File: src/rtl/axis_in_pkg.sv
// axis_in_pkg: shared FSM state encodings and a constant clog2 helper for the AXIS ingress buffer
package axis_in_pkg;
  typedef enum logic [1:0] {IDLE = 2'd0, RUN = 2'd1, DRAIN = 2'd2} state_t;
  function automatic int clog2(input int v);
    int r;
    r = 0;
    while ((1 << r) < v) r++;
    return r;
  endfunction
endpackage

File: src/rtl/sync_fifo.sv
// sync_fifo: first-word fall-through FIFO with full/empty/level flags
// Ports: i_push/i_wdata write side, i_pop/o_rdata read side (o_rdata=0 when empty),
//   o_full/o_empty/o_level occupancy. Pointers carry one extra wrap bit to tell full from empty.
module sync_fifo
  import axis_in_pkg::*;
#(
  parameter int W = 33,
  parameter int D = 4,
  localparam int AW = clog2(D)
) (
  input  logic          clk,
  input  logic          rst_n,
  input  logic          i_push,
  input  logic          i_pop,
  input  logic [W-1:0]  i_wdata,
  output logic [W-1:0]  o_rdata,
  output logic          o_full,
  output logic          o_empty,
  output logic [AW:0]   o_level
);
  logic [W-1:0] r_mem [D];
  logic [AW:0]  r_wp, r_rp;
  always_ff @(posedge clk or negedge rst_n)
    if (!rst_n) begin
      r_wp <= '0;
      r_rp <= '0;
    end else begin
      if (i_push) r_wp <= r_wp + 1'b1;
      if (i_pop) r_rp <= r_rp + 1'b1;
    end
  always_ff @(posedge clk)
    if (i_push) r_mem[r_wp[AW-1:0]] <= i_wdata;
  assign o_empty = r_wp == r_rp;
  assign o_full  = (r_wp[AW] != r_rp[AW]) && (r_wp[AW-1:0] == r_rp[AW-1:0]);
  assign o_level = r_wp - r_rp;
  assign o_rdata = o_empty ? '0 : r_mem[r_rp[AW-1:0]];
endmodule

File: src/rtl/axis_in_buf.sv
// axis_in_buf: AXI-Stream ingress stage buffering one frame per ap_start for the FIR core
// Ports: ap_start/data_len frame control; tvalid/tdata/tlast/tready AXIS slave;
//   strm_data/strm_valid/strm_last/fir_ready FIR-side stream; axis_finish end pulse,
//   len_err tlast/length mismatch, busy, fill_level FIFO occupancy.
module axis_in_buf
  import axis_in_pkg::*;
#(
  parameter int pDATA_WIDTH = 32,
  parameter int pDEPTH      = 4,
  parameter int pLEN_WIDTH  = 16
) (
  input  logic                     clk,
  input  logic                     rst_n,
  input  logic                     ap_start,
  input  logic [pLEN_WIDTH-1:0]    data_len,
  input  logic                     tvalid,
  input  logic [pDATA_WIDTH-1:0]   tdata,
  input  logic                     tlast,
  output logic                     tready,
  output logic [pDATA_WIDTH-1:0]   strm_data,
  output logic                     strm_valid,
  output logic                     strm_last,
  input  logic                     fir_ready,
  output logic                     axis_finish,
  output logic                     len_err,
  output logic                     busy,
  output logic [clog2(pDEPTH):0]   fill_level
);
  state_t                r_state, w_next;
  logic [pLEN_WIDTH-1:0] r_cnt, r_len;
  logic                  r_err, r_fin;
  logic                  w_full, w_empty, w_push, w_pop, w_at_len, w_end, w_start;
  logic [pDATA_WIDTH:0]  w_head;
  assign w_start     = r_state == IDLE && ap_start;
  assign tready      = r_state == RUN && !w_full;
  assign w_push      = tvalid && tready;
  assign w_pop       = !w_empty && fir_ready;
  assign w_at_len    = r_len != '0 && r_cnt == r_len - 1'b1;
  // a frame ends on whichever comes first: tlast or the programmed length
  assign w_end       = tlast || w_at_len;
  assign strm_valid  = !w_empty;
  assign strm_data   = w_head[pDATA_WIDTH-1:0];
  assign strm_last   = w_head[pDATA_WIDTH];
  assign busy        = r_state != IDLE;
  assign axis_finish = r_fin;
  assign len_err     = r_err;
  always_comb begin
    w_next = r_state;
    w_next = w_start ? RUN :
             (r_state == RUN && w_push && w_end) ? DRAIN :
             (r_state == DRAIN && w_pop && strm_last) ? IDLE : r_state;
  end
  always_ff @(posedge clk or negedge rst_n)
    if (!rst_n) begin
      r_state <= IDLE;
      r_cnt   <= '0;
      r_len   <= '0;
      r_err   <= 1'b0;
      r_fin   <= 1'b0;
    end else begin
      r_state <= w_next;
      r_fin   <= r_state == DRAIN && w_pop && strm_last;
      if (w_start) begin
        r_len <= data_len;
        r_cnt <= '0;
        r_err <= 1'b0;
      end else if (w_push) begin
        // saturate so tlast-only frames longer than the counter range never alias
        r_cnt <= &r_cnt ? r_cnt : r_cnt + 1'b1;
        r_err <= r_err | (r_len != '0 && (tlast ^ w_at_len));
      end
    end
  sync_fifo #(.W(pDATA_WIDTH + 1), .D(pDEPTH)) u_fifo (
    .clk     (clk),
    .rst_n   (rst_n),
    .i_push  (w_push),
    .i_pop   (w_pop),
    .i_wdata ({w_end, tdata}),
    .o_rdata (w_head),
    .o_full  (w_full),
    .o_empty (w_empty),
    .o_level (fill_level)
  );
endmodule

File: config.mk
export PLATFORM = sky130hd
export DESIGN_NAME = axis_in_buf
export DESIGN_NICKNAME = d
export VERILOG_FILES = /design/src/rtl/axis_in_pkg.sv /design/src/rtl/sync_fifo.sv /design/src/rtl/axis_in_buf.sv
export SDC_FILE = /design/constraint.sdc
export NUM_CORES = 1
export LEC_CHECK = 0
export ABC_AREA = 1
export BUFFER_PORTS_ARGS = -buffer_cell sky130_fd_sc_hd__buf_2
export CELL_PAD_IN_SITES_DETAIL_PLACEMENT = 0
export CELL_PAD_IN_SITES_GLOBAL_PLACEMENT = 1
export CORE_ASPECT_RATIO = 0.8
export CORE_MARGIN = 1.5
export CORE_UTILIZATION = 50
export CTS_BUF_LIST = sky130_fd_sc_hd__clkbuf_2 sky130_fd_sc_hd__clkbuf_4 sky130_fd_sc_hd__clkbuf_8
export CTS_CLUSTER_DIAMETER = 40
export DETAILED_ROUTE_END_ITERATION = 7
export GPL_TIMING_DRIVEN = 0
export PLACE_DENSITY = 0.9
export SYNTH_ARGS = -nofsm -noshare
export SYNTH_HDL_FRONTEND = slang
export SYNTH_SLANG_ARGS = --single-unit
File: constraint.sdc
create_clock -name clk -period 5.85 [get_ports clk]
set_input_delay 0.2925 -clock clk [delete_from_list [all_inputs] [get_ports clk]]
set_output_delay 0.2925 -clock clk [all_outputs]
set_load 0.01 [all_outputs]
==> results of run 1 <==
-- synthesized netlist by cell type, drive strengths merged --
cell type / count / area [µm²]
nand4: 6 / 43.79
o22ai: 1 / 6.260
ha: 11 / 137.6
dfrtp: 42 / 1051
nand3b: 7 / 52.55
o21ai: 96 / 491.7
nor3: 4 / 31.28
edfxtp: 132 / 3964
a21oi: 33 / 165.2
fa: 1 / 20.02
nor2: 190 / 713.2
nand2: 158 / 593.1
a21o: 1 / 7.510
o21bai: 1 / 7.510
and2: 1 / 6.260
nor3b: 1 / 7.510
clkbuf: 17 / 63.81
nand3: 24 / 120.1
xnor2: 4 / 35.03
inv: 56 / 210.2
xor2: 21 / 183.9
buf: 17 / 86.33
-- logic make-up after synthesis --
logic type               after synthesis  synth area share (%)
XOR/XNOR                              25                 2.738
adder cells (fa/ha/maj)               12                 1.971
flip-flops                           174                 62.70
AO/OA/AOI/OAI                        132                 8.480
AND/OR/NAND/NOR                      391                 19.60
buffers and inverters                 90                 4.506
-- layout make-up --
type	count	area [µm²]	area share [%]
Clock inverter	15	205.2	2.206
Multi-Input combinational cell	560	2653	28.52
Timing Repair Buffer	98	565.5	6.080
Clock buffer	17	234.0	2.515
Sequential cell	174	5015	53.91
Tap cell	215	269.0	2.892
Inverter	56	210.2	2.260
Buffer	34	150.1	1.614
-- power by group --
part	switching (mW)	total (mW)	internal, mW
clock network	0.465	0.903	0.438
registers	0.139	1.67	1.53
logic	1.37	2.07	0.700
-- flip-flops by register name (all words and copies together) (netlist names) --
name	cells
axis_finish	1
len_err	1
r_cnt	16
r_len	16
r_state	2
u_fifo.r_mem	132
u_fifo.r_rp	3
u_fifo.r_wp	3
-- per-layer routing --
metal | wire (µm) | share of wire, % | vias to the layer above
met4 | 211 | 1.1 | 0
li1 | - | - | 2971
met5 | 0 | 0 | -
met3 | 1151 | 6.1 | 15
met1 | 8613 | 46 | 2802
met2 | 8774 | 47 | 187
-- worst max-delay path, cell delays in order, from the launching register on --
cell	delay, ns
dfrtp_1	0.41
clkbuf_1	0.37
inv_2	0.18
clkbuf_1	0.32
ha_1	0.40
nand4_1	0.25
inv_2	0.20
clkbuf_1	0.51
a21oi_1	0.16
buf_2	0.18
-- how the worst max path moves through the flow --
stage               slack [ns]           start  cells past startpoint                   to
finish                    2.11  u_fifo.r_rp[1]                      9        strm_data[24]
global placement          0.88  u_fifo.r_rp[1]                      7  u_fifo.r_mem[3][15]
floorplan                 2.43  u_fifo.r_rp[1]                      7   u_fifo.r_mem[3][0]
detailed placement        2.52  u_fifo.r_rp[1]                      8  u_fifo.r_mem[3][21]
global route              1.93  u_fifo.r_rp[1]                      9        strm_data[24]
CTS                       2.08  u_fifo.r_rp[1]                      9        strm_data[24]
-- cells in the final DEF, fill, tap and decap left out, types with 2 or more instances in the layout --
master      instances
nor2_1            186
nand2_1           158
edfxtp_1          132
buf_2             100
o21ai_0            56
inv_1              49
dfrtp_1            42
o21ai_1            37
a21oi_1            33
nand3_1            24
xor2_1             21
clkbuf_1           17
clkbuf_8           17
ha_1               11
buf_1               8
inv_2               7
nand3b_1            7
nand4_1             5
inv_6               5
nor2_4              4
xnor2_1             4
nor3_1              3
o21ai_2             3
bufinv_16           3
buf_4               2
clkinv_8            2
clkinvlp_4          2
buf_12              2
buf_16              2
-- stage by stage --
step           std cells  instance area [µm²]
6_report            1169                 9301
4_1_cts             1169                 9301
5_1_grt             1169                 9301
3_5_place_dp        1137                 8862
2_1_floorplan        824                 7998
3_3_place_gp        1133                 8737
==> metrics.txt, run 1 <==
1st-iter DRT viols=552; Max-Cap Viols=0; Final Hold Viols=8; Port Buf Inserts=94; Critical Path AT=3.45 ns; post-synthesis sequential area ratio=62.70%; CTS tree=done; largest net degree at the start of global routing=43; TNS Setup=0 ns; H-tree Lvls=4; reg2reg path depth=8; GR Overflow Total=0; clk buf depth=2; Hold Path Class=in -> async; R2R setup slack=2.51 ns; FF-to-FF End=u_fifo.r_mem[3][15]; Ant. Diodes=0; total CTS buffers=17; Post-CTS Setup Bufs=0; Worst Path Required=5.56 ns; # IOs=95; clk_lat worst skew=0.46 ns; post-route DRC violation count=0; Vias=5975; fin util=59.25%; PostCTS Resize Cnt=0; Overall Global Routing Usage=23.45%; Overall Power=4.641 mW; dpl hpwl=12710 µm; minimum clock period=3.738 ns; CP Class=reg -> out; met1 Usage GRT=32.62%; Slew Limit Fails=0; post-synth cell types=30; Final period util=63.90%; hold buffer count at CTS=0; Worst setup EP type=primary output; synth-to-layout area growth=16.30%; vias per cell=5.111; Initial Util=50.95%; Setup crit start kind=flop; gp weighted congestion=0.8991; clock sink count=174; GR peak layer=met2; drt wl/cell=16.04 µm; RSZ-0062 raised after global routing=no; Syn Nets=890; Pre-antenna DRT Iters=5; Final #Nets=1007; DP Worst Slack=2.521 ns; failing checks=hold timing; Detail Route Antenna Nets=0; Pwr Density=499.0 mW/mm²; Synth Warn #=0; Core Region=0.01570 mm²; Die Height=116.1 µm; #FFs+latches synth=174; Worst-path clk slew=0.09 ns; met3 Use GR=4.510%; Setup Viol. Count Final=0; slew margin rel.=34.02%; VDD IR max=243.6 µV; vias in the first global route=5598; GRT met2 Usage=37.89%; Max Fclk=267.5 MHz; Avg Inst Size Synth=9.706 µm²; WHS=-0.003524 ns; first-pass GRT wire length=29240 µm; initial antenna violation count=0; synthesized instance count=824; layout cells sized above 1=16.14%; status=finished with violations; Mapped Area=0.007998 mm²; Worst R2R Start=u_fifo.r_rp[1]; fin worst setup slack=2.112 ns; fill count=1355; Total Wirelength=18750 µm; Worst Tran Pin Value=0.9897 ns; leak pwr=3.814 nW; Root Driver=clkbuf_8; Fin Clk Skew=0.01165 ns; DIE AREA=0.01677 mm²; critical path peak fanout=10; row cnt=41; die extent in x=144.4 µm
Note: power is estimated with default switching activity, not from simulation.
==> inputs of run 2 (changes only) <==
--- a/config.mk
+++ b/config.mk
@@ -11,12 +11,12 @@
 export CELL_PAD_IN_SITES_GLOBAL_PLACEMENT = 1
 export CORE_ASPECT_RATIO = 0.8
 export CORE_MARGIN = 1.5
-export CORE_UTILIZATION = 50
+export CORE_UTILIZATION = 47
 export CTS_BUF_LIST = sky130_fd_sc_hd__clkbuf_2 sky130_fd_sc_hd__clkbuf_4 sky130_fd_sc_hd__clkbuf_8
 export CTS_CLUSTER_DIAMETER = 40
 export DETAILED_ROUTE_END_ITERATION = 7
 export GPL_TIMING_DRIVEN = 0
-export PLACE_DENSITY = 0.9
+export PLACE_DENSITY = 0.85
 export SYNTH_ARGS = -nofsm -noshare
 export SYNTH_HDL_FRONTEND = slang
 export SYNTH_SLANG_ARGS = --single-unit
==> constraint.sdc (replaced) <==
create_clock -name clk -period 3.8 [get_ports clk]
set_input_delay 0.19 -clock clk [delete_from_list [all_inputs] [get_ports clk]]
set_output_delay 0.19 -clock clk [all_outputs]
set_load 0.01 [all_outputs]
==> metrics.txt, run 2 (synthesis gave the netlist of run 1 again) <==
commonest non-fill, non-tap cell in the layout=nor2_1; Worst Tran Pin Value=0.9923 ns; Final #Nets=1057; die extent in x=148.8 µm; Slew Limit Fails=0; FF-to-FF End=u_fifo.r_mem[3][13]; Root Driver=clkbuf_8; vias in the first global route=6066; 1st-iter DRT viols=419; Post-CTS Setup Bufs=0; dpl cell area=0.008869 mm²; Overall Global Routing Usage=23.24%; Ant. Diodes=0; first-pass GRT wire length=31330 µm; Detail Route Antenna Nets=0; Final Cell Area=0.009798 mm²; Pre-antenna DRT Iters=7; R2R setup slack=0.40 ns; Final Hold Viols=0; post-route DRC violation count=0; slowest library cell on the worst path=nor2_4; max reg flops=132; Crit path max-delay family=buffers and inverters; Overall Power=7.116 mW; initial antenna violation count=0; TNS Setup=0 ns; Worst path most repeated cell=clkbuf_1; Critical Path AT=3.57 ns; DP Cell Count=1142; dpl hpwl=12990 µm; Hold Crit Depth=4; minimum clock period=3.399 ns; synth-to-layout area growth=22.51%; HP Start=ap_start; fill count=1474; worst path bufs/invs=4; DP Worst Slack=0.3671 ns; critical path peak fanout=18; WHS=0.1894 ns; register area=0.005015 mm²; DIE AREA=0.01781 mm²; Core Region=0.01661 mm²; max incr delay on CP=0.68 ns; Pwr Density=726.3 mW/mm²; clk_lat worst skew=0.47 ns; clk buf depth=2; leak pwr=4.024 nW; Cell Count, Final, Fillers Out=1224; Max-Cap Viols=0; RSZ-0062 raised after global routing=no; Worst R2R Start=u_fifo.r_rp[1]; Worst setup EP type=flop; Initial Util=48.16%; Hold Path Class=in -> reg; clock sink count=174; gp weighted congestion=0.8448; Vias=6082; commonest cells after routing, fill and taps aside=nor2_1, nand2_1, edfxtp_1; Setup Viol. Count Final=0; slew margin rel.=33.85%; Die Height=119.7 µm; vias per cell=4.969; reg2reg path depth=8; fin util=59.00%; row cnt=42; VDD IR max=339.7 µV; Fin Clk Skew=0.01818 ns; Final period util=89.44%; Worst-path clk slew=0.11 ns; GR Overflow Total=0; Port Buf Inserts=94; Worst Hold End=r_cnt[2]; layout cells sized above 1=15.74%; CTS tree=done; Worst Path Required=3.97 ns; Max Fclk=294.2 MHz; drt wl/cell=15.75 µm; crit-path cells=clkbuf_1 -> inv_2 -> clkbuf_1 -> ha_1 -> nand3_1 -> nand4_2 -> nor2_4 -> buf_16; largest net degree at the start of global routing=43; status=finished clean; CP Class=reg -> reg; # IOs=95; Total Wirelength=19280 µm; Setup crit start kind=flop; total CTS buffers=17; fin worst setup slack=0.4012 ns; H-tree Lvls=4; Multi-input gate area=0.002653 mm²
-- run 2: cell count changes in the layout (fill, tap and decap cells not counted) --
cell and delta:
bufinv_16 -3, clkbuf_1 -3, clkbuf_2 +3, clkinv_1 -1, clkinv_4 -1, clkinv_8 +4
dlygate4sd3_1 +50, inv_12 +1, inv_6 -3, inv_8 +3
-- run 2: what timing repair did --
item / CTS / global route
endpoints found under the setup margin: 0 / 28
resized for setup: 0 / 6
hold endpoints to repair: 187 / 0
hold buffers: 50 / 0
-- run 2: how the worst max path moves through the flow --
stage                     depth (start not counted)                   to  slack [ns]      startpoint
after floorplan                                   7   u_fifo.r_mem[3][0]        0.38  u_fifo.r_rp[1]
after global placement                            7  u_fifo.r_mem[3][16]       -1.30  u_fifo.r_rp[1]
after detailed placement                          8  u_fifo.r_mem[3][13]        0.37  u_fifo.r_rp[1]
after CTS                                         9        strm_data[27]        0.14  u_fifo.r_rp[1]
after global routing                              9        strm_data[25]        0.13  u_fifo.r_rp[1]
final                                             8  u_fifo.r_mem[3][13]        0.40  u_fifo.r_rp[1]
-- run 2: final cells by class --
type,instances,share of cell area (%)
flip-flops and latches,174,51.18
plain buffers,34,1.571
well taps,220,2.809
multi-input cells,560,27.07
repair buffers,148,10.88
clock inverters,15,1.954
clock buffers,17,2.388
inverters,56,2.145
-- run 2: report_power, final --
part | switching (mW) | internal [mW] | total [mW]
sequential | 0.219 | 2.36 | 2.57
combinational | 2.11 | 1.12 | 3.23
clock | 0.797 | 0.513 | 1.31
total | 3.13 | 3.99 | 7.12
-- run 2: routing by layer --
metal / up-vias / global-route usage [%] / part of all wire [%]
met4: 0 / 6.931 / 1.0
met2: 167 / 37.82 / 47
met5: - / 0 / 0
li1: 3070 / - / -
met1: 2831 / 32.37 / 47
met3: 14 / 3.612 / 5.2
-- run 2: worst register-to-register path: cells and delay by family (launching register included) --
family | cells | cell delay (ns)
buf+inv | 4 | 1.18
flops | 1 | 0.43
fa+ha+maj | 1 | 0.35
simple gates | 3 | 1.13
==> inputs of run 3 (changes only) <==
--- a/config.mk
+++ b/config.mk
@@ -5,13 +5,12 @@
 export SDC_FILE = /design/constraint.sdc
 export NUM_CORES = 1
 export LEC_CHECK = 0
-export ABC_AREA = 1
 export BUFFER_PORTS_ARGS = -buffer_cell sky130_fd_sc_hd__buf_2
 export CELL_PAD_IN_SITES_DETAIL_PLACEMENT = 0
 export CELL_PAD_IN_SITES_GLOBAL_PLACEMENT = 1
 export CORE_ASPECT_RATIO = 0.8
 export CORE_MARGIN = 1.5
-export CORE_UTILIZATION = 47
+export CORE_UTILIZATION = 50
 export CTS_BUF_LIST = sky130_fd_sc_hd__clkbuf_2 sky130_fd_sc_hd__clkbuf_4 sky130_fd_sc_hd__clkbuf_8
 export CTS_CLUSTER_DIAMETER = 40
 export DETAILED_ROUTE_END_ITERATION = 7
==> metrics.txt, run 3 <==
Post-Synth Adder-Cell Area=2.046%; Commonest cells post-synth=edfxtp_1, nand2_1, dfrtp_1, and2_1, mux4_2; Avg Inst Size Synth=15.20 µm²; Post-synth EDFFs=132; Max Fclk=301.1 MHz; fin worst setup slack=0.4787 ns; Worst Path Required=3.89 ns; Max-Cap Viols=0; Final #Nets=737; synthesized instance count=507; Hold Path Class=in -> reg; Vias=4710; fill count=1133; status=finished clean; crit-path cells=clkbuf_1 -> clkbuf_2 -> inv_1 -> ha_1 -> nand2_1 -> o211a_1 -> buf_2 -> and2_2; Syn Nets=573; minimum clock period=3.321 ns; combinational family with the most area after synthesis=simple AND/OR/NAND/NOR gates; clk buf depth=2; mux share of post-synthesis cell area=10.57%; Setup Viol. Count Final=0; Worst Tran Pin Value=0.9646 ns; Critical Path AT=3.41 ns; clock sink count=174; #FFs+latches synth=174; Final Hold Viols=0; post-synth cell types=53; vias per cell=5.268; most used standard cell by instance count after synthesis=edfxtp_1; Pre-antenna DRT Iters=7; leak pwr=3.605 nW; H-tree Lvls=4; slew margin rel.=35.69%; Synth Area in Compound Gates=4.173%; GR Overflow Total=0; register area=0.005015 mm²; # IOs=95; FFs w/ async S/R, synth=24.14%; slowest library cell on the worst path=and2_2; WHS=0.02889 ns; Ant. Diodes=0; largest net degree at the start of global routing=43; DIE AREA=0.01617 mm²; DP Worst Slack=0.2019 ns; Die Height=114.0 µm; 1st-iter DRT viols=301; Detail Route Antenna Nets=0; vias in the first global route=4740; Multi-input gate area=0.002502 mm²; die extent in x=141.8 µm; Post-synth top flop=edfxtp_1; CP Class=reg -> reg; synth-to-layout area growth=21.81%; max incr delay on CP=0.77 ns; Setup crit start kind=flop; clk_lat worst skew=0.46 ns; Final Cell Area=0.009387 mm²; Overall Power=6.704 mW; commonest cells after routing, fill and taps aside=edfxtp_1, buf_2, nand2_1; row cnt=40; first-pass GRT wire length=24690 µm; post-route DRC violation count=0; drt wl/cell=17.05 µm; RSZ-0062 raised after global routing=no; dpl hpwl=9974 µm; Worst setup EP type=flop; post-synthesis sequential area ratio=65.08%; max reg flops=132; total CTS buffers=17; synth top area cells=edfxtp_1, dfrtp_1, mux4_2; Root Driver=clkbuf_8; Port Buf Inserts=94; Mapped Area=0.007706 mm²; Initial Util=51.15%; Total Wirelength=15250 µm; post-synth top area cell=edfxtp_1; CTS tree=done; VDD IR max=347.9 µV; critical path peak fanout=33; Pwr Density=714.2 mW/mm²; Final period util=87.40%; initial antenna violation count=0; commonest non-fill, non-tap cell in the layout=edfxtp_1; Overall Global Routing Usage=20.42%; Yosys top cell area share=51.44%; post-synthesis simple-gate area fraction=11.07%; Core Region=0.01506 mm²; Synth Warn #=0; dpl cell area=0.008484 mm²; Fin Clk Skew=0.01013 ns; layout cells sized above 1=27.63%; Synth Area in XOR/XNOR=4.530%; Slew Limit Fails=0; Post-CTS Setup Bufs=0; gp weighted congestion=0.8616; Worst-path clk slew=0.09 ns
-- run 3: cell count changes after synthesis, moves of 7 or more --
cell	delta
a21oi_1	-29
and2_1	+39
buf_1	-8
inv_1	-34
inv_2	-7
mux4_2	+33
nand2_1	-101
nand3_1	-14
nor2_1	-170
o21ai_0	-45
o21ai_1	-37
xnor2_1	+22
xor2_1	-9
-- run 3: layout make-up --
type | instances | area share [%]
sequential | 174 | 53.43
multi-input combinational | 292 | 26.66
timing repair buffer | 145 | 10.66
tap | 210 | 2.799
clock buffer | 17 | 2.493
clock inverter | 15 | 1.866
buffer | 26 | 1.493
inverter | 15 | 0.5998
-- run 3: where the power goes --
part / leakage [nW] / switching (mW) / internal (mW) / total, mW
registers: 1.73 / 0.193 / 2.38 / 2.58
clock network: 0.205 / 0.732 / 0.554 / 1.29
logic: 1.67 / 1.55 / 1.29 / 2.84
total: 3.61 / 2.48 / 4.23 / 6.70
-- run 3: stage by stage --
stage	utilization [%]	TNS, ns	cells
final	62.31	0	894
after global placement	56.02	-40.03	811
after CTS	62.29	0	894
after global routing	62.31	0	894
after detailed placement	56.32	0	813
after floorplan	-	0	507
-- run 3: timing repair --
action	in CTS	in global routing
hold buffers	49	0
resized for setup	0	3
endpoints found under the setup margin	0	72
hold endpoints to repair	186	0
-- run 3: metal layers --
metal / track usage, % / vias up / part of all wire, %
li1: - / 2211 / -
met1: 28.83 / 2346 / 46
met2: 31.84 / 137 / 48
met3: 5.374 / 16 / 5.6
met4: 5.636 / 0 / 1.2
met5: 0 / - / 0
-- run 3: final timing paths --
| check | start | to | slack, ns | cells after the start |
|---|---|---|---|---|
| min in group asynchronous | rst_n | r_len[0] | 0.42 | 2 |
| max reg2reg | u_fifo.r_rp[1] | u_fifo.r_mem[0][30] | 0.48 | 8 |
| max | u_fifo.r_rp[1] | u_fifo.r_mem[0][30] | 0.48 | 8 |
| max in group asynchronous | rst_n | r_cnt[5] | 2.78 | 2 |
| min reg2reg | r_state[0] | axis_finish | 0.50 | 1 |
| min | fir_ready | axis_finish | 0.03 | 3 |
-- run 3: cells by family (layout without fill, tap and decap cells) --
logic type	Yosys count	in the layout
compound gates	39	39
xor+xnor	39	39
fa+ha+maj	12	12
buf+inv	41	218
flops	174	174
mux	40	40
simple gates	162	162
-- run 3: critical path, delay by kind of cell, from the launching register on --
| kind | cells | cell delay (ns) |
|---|---|---|
| flip-flops | 1 | 0.40 |
| AND/OR/NAND/NOR | 2 | 0.94 |
| adder cells (fa/ha/maj) | 1 | 0.32 |
| buffers and inverters | 4 | 1.10 |
| AO/OA/AOI/OAI | 1 | 0.17 |
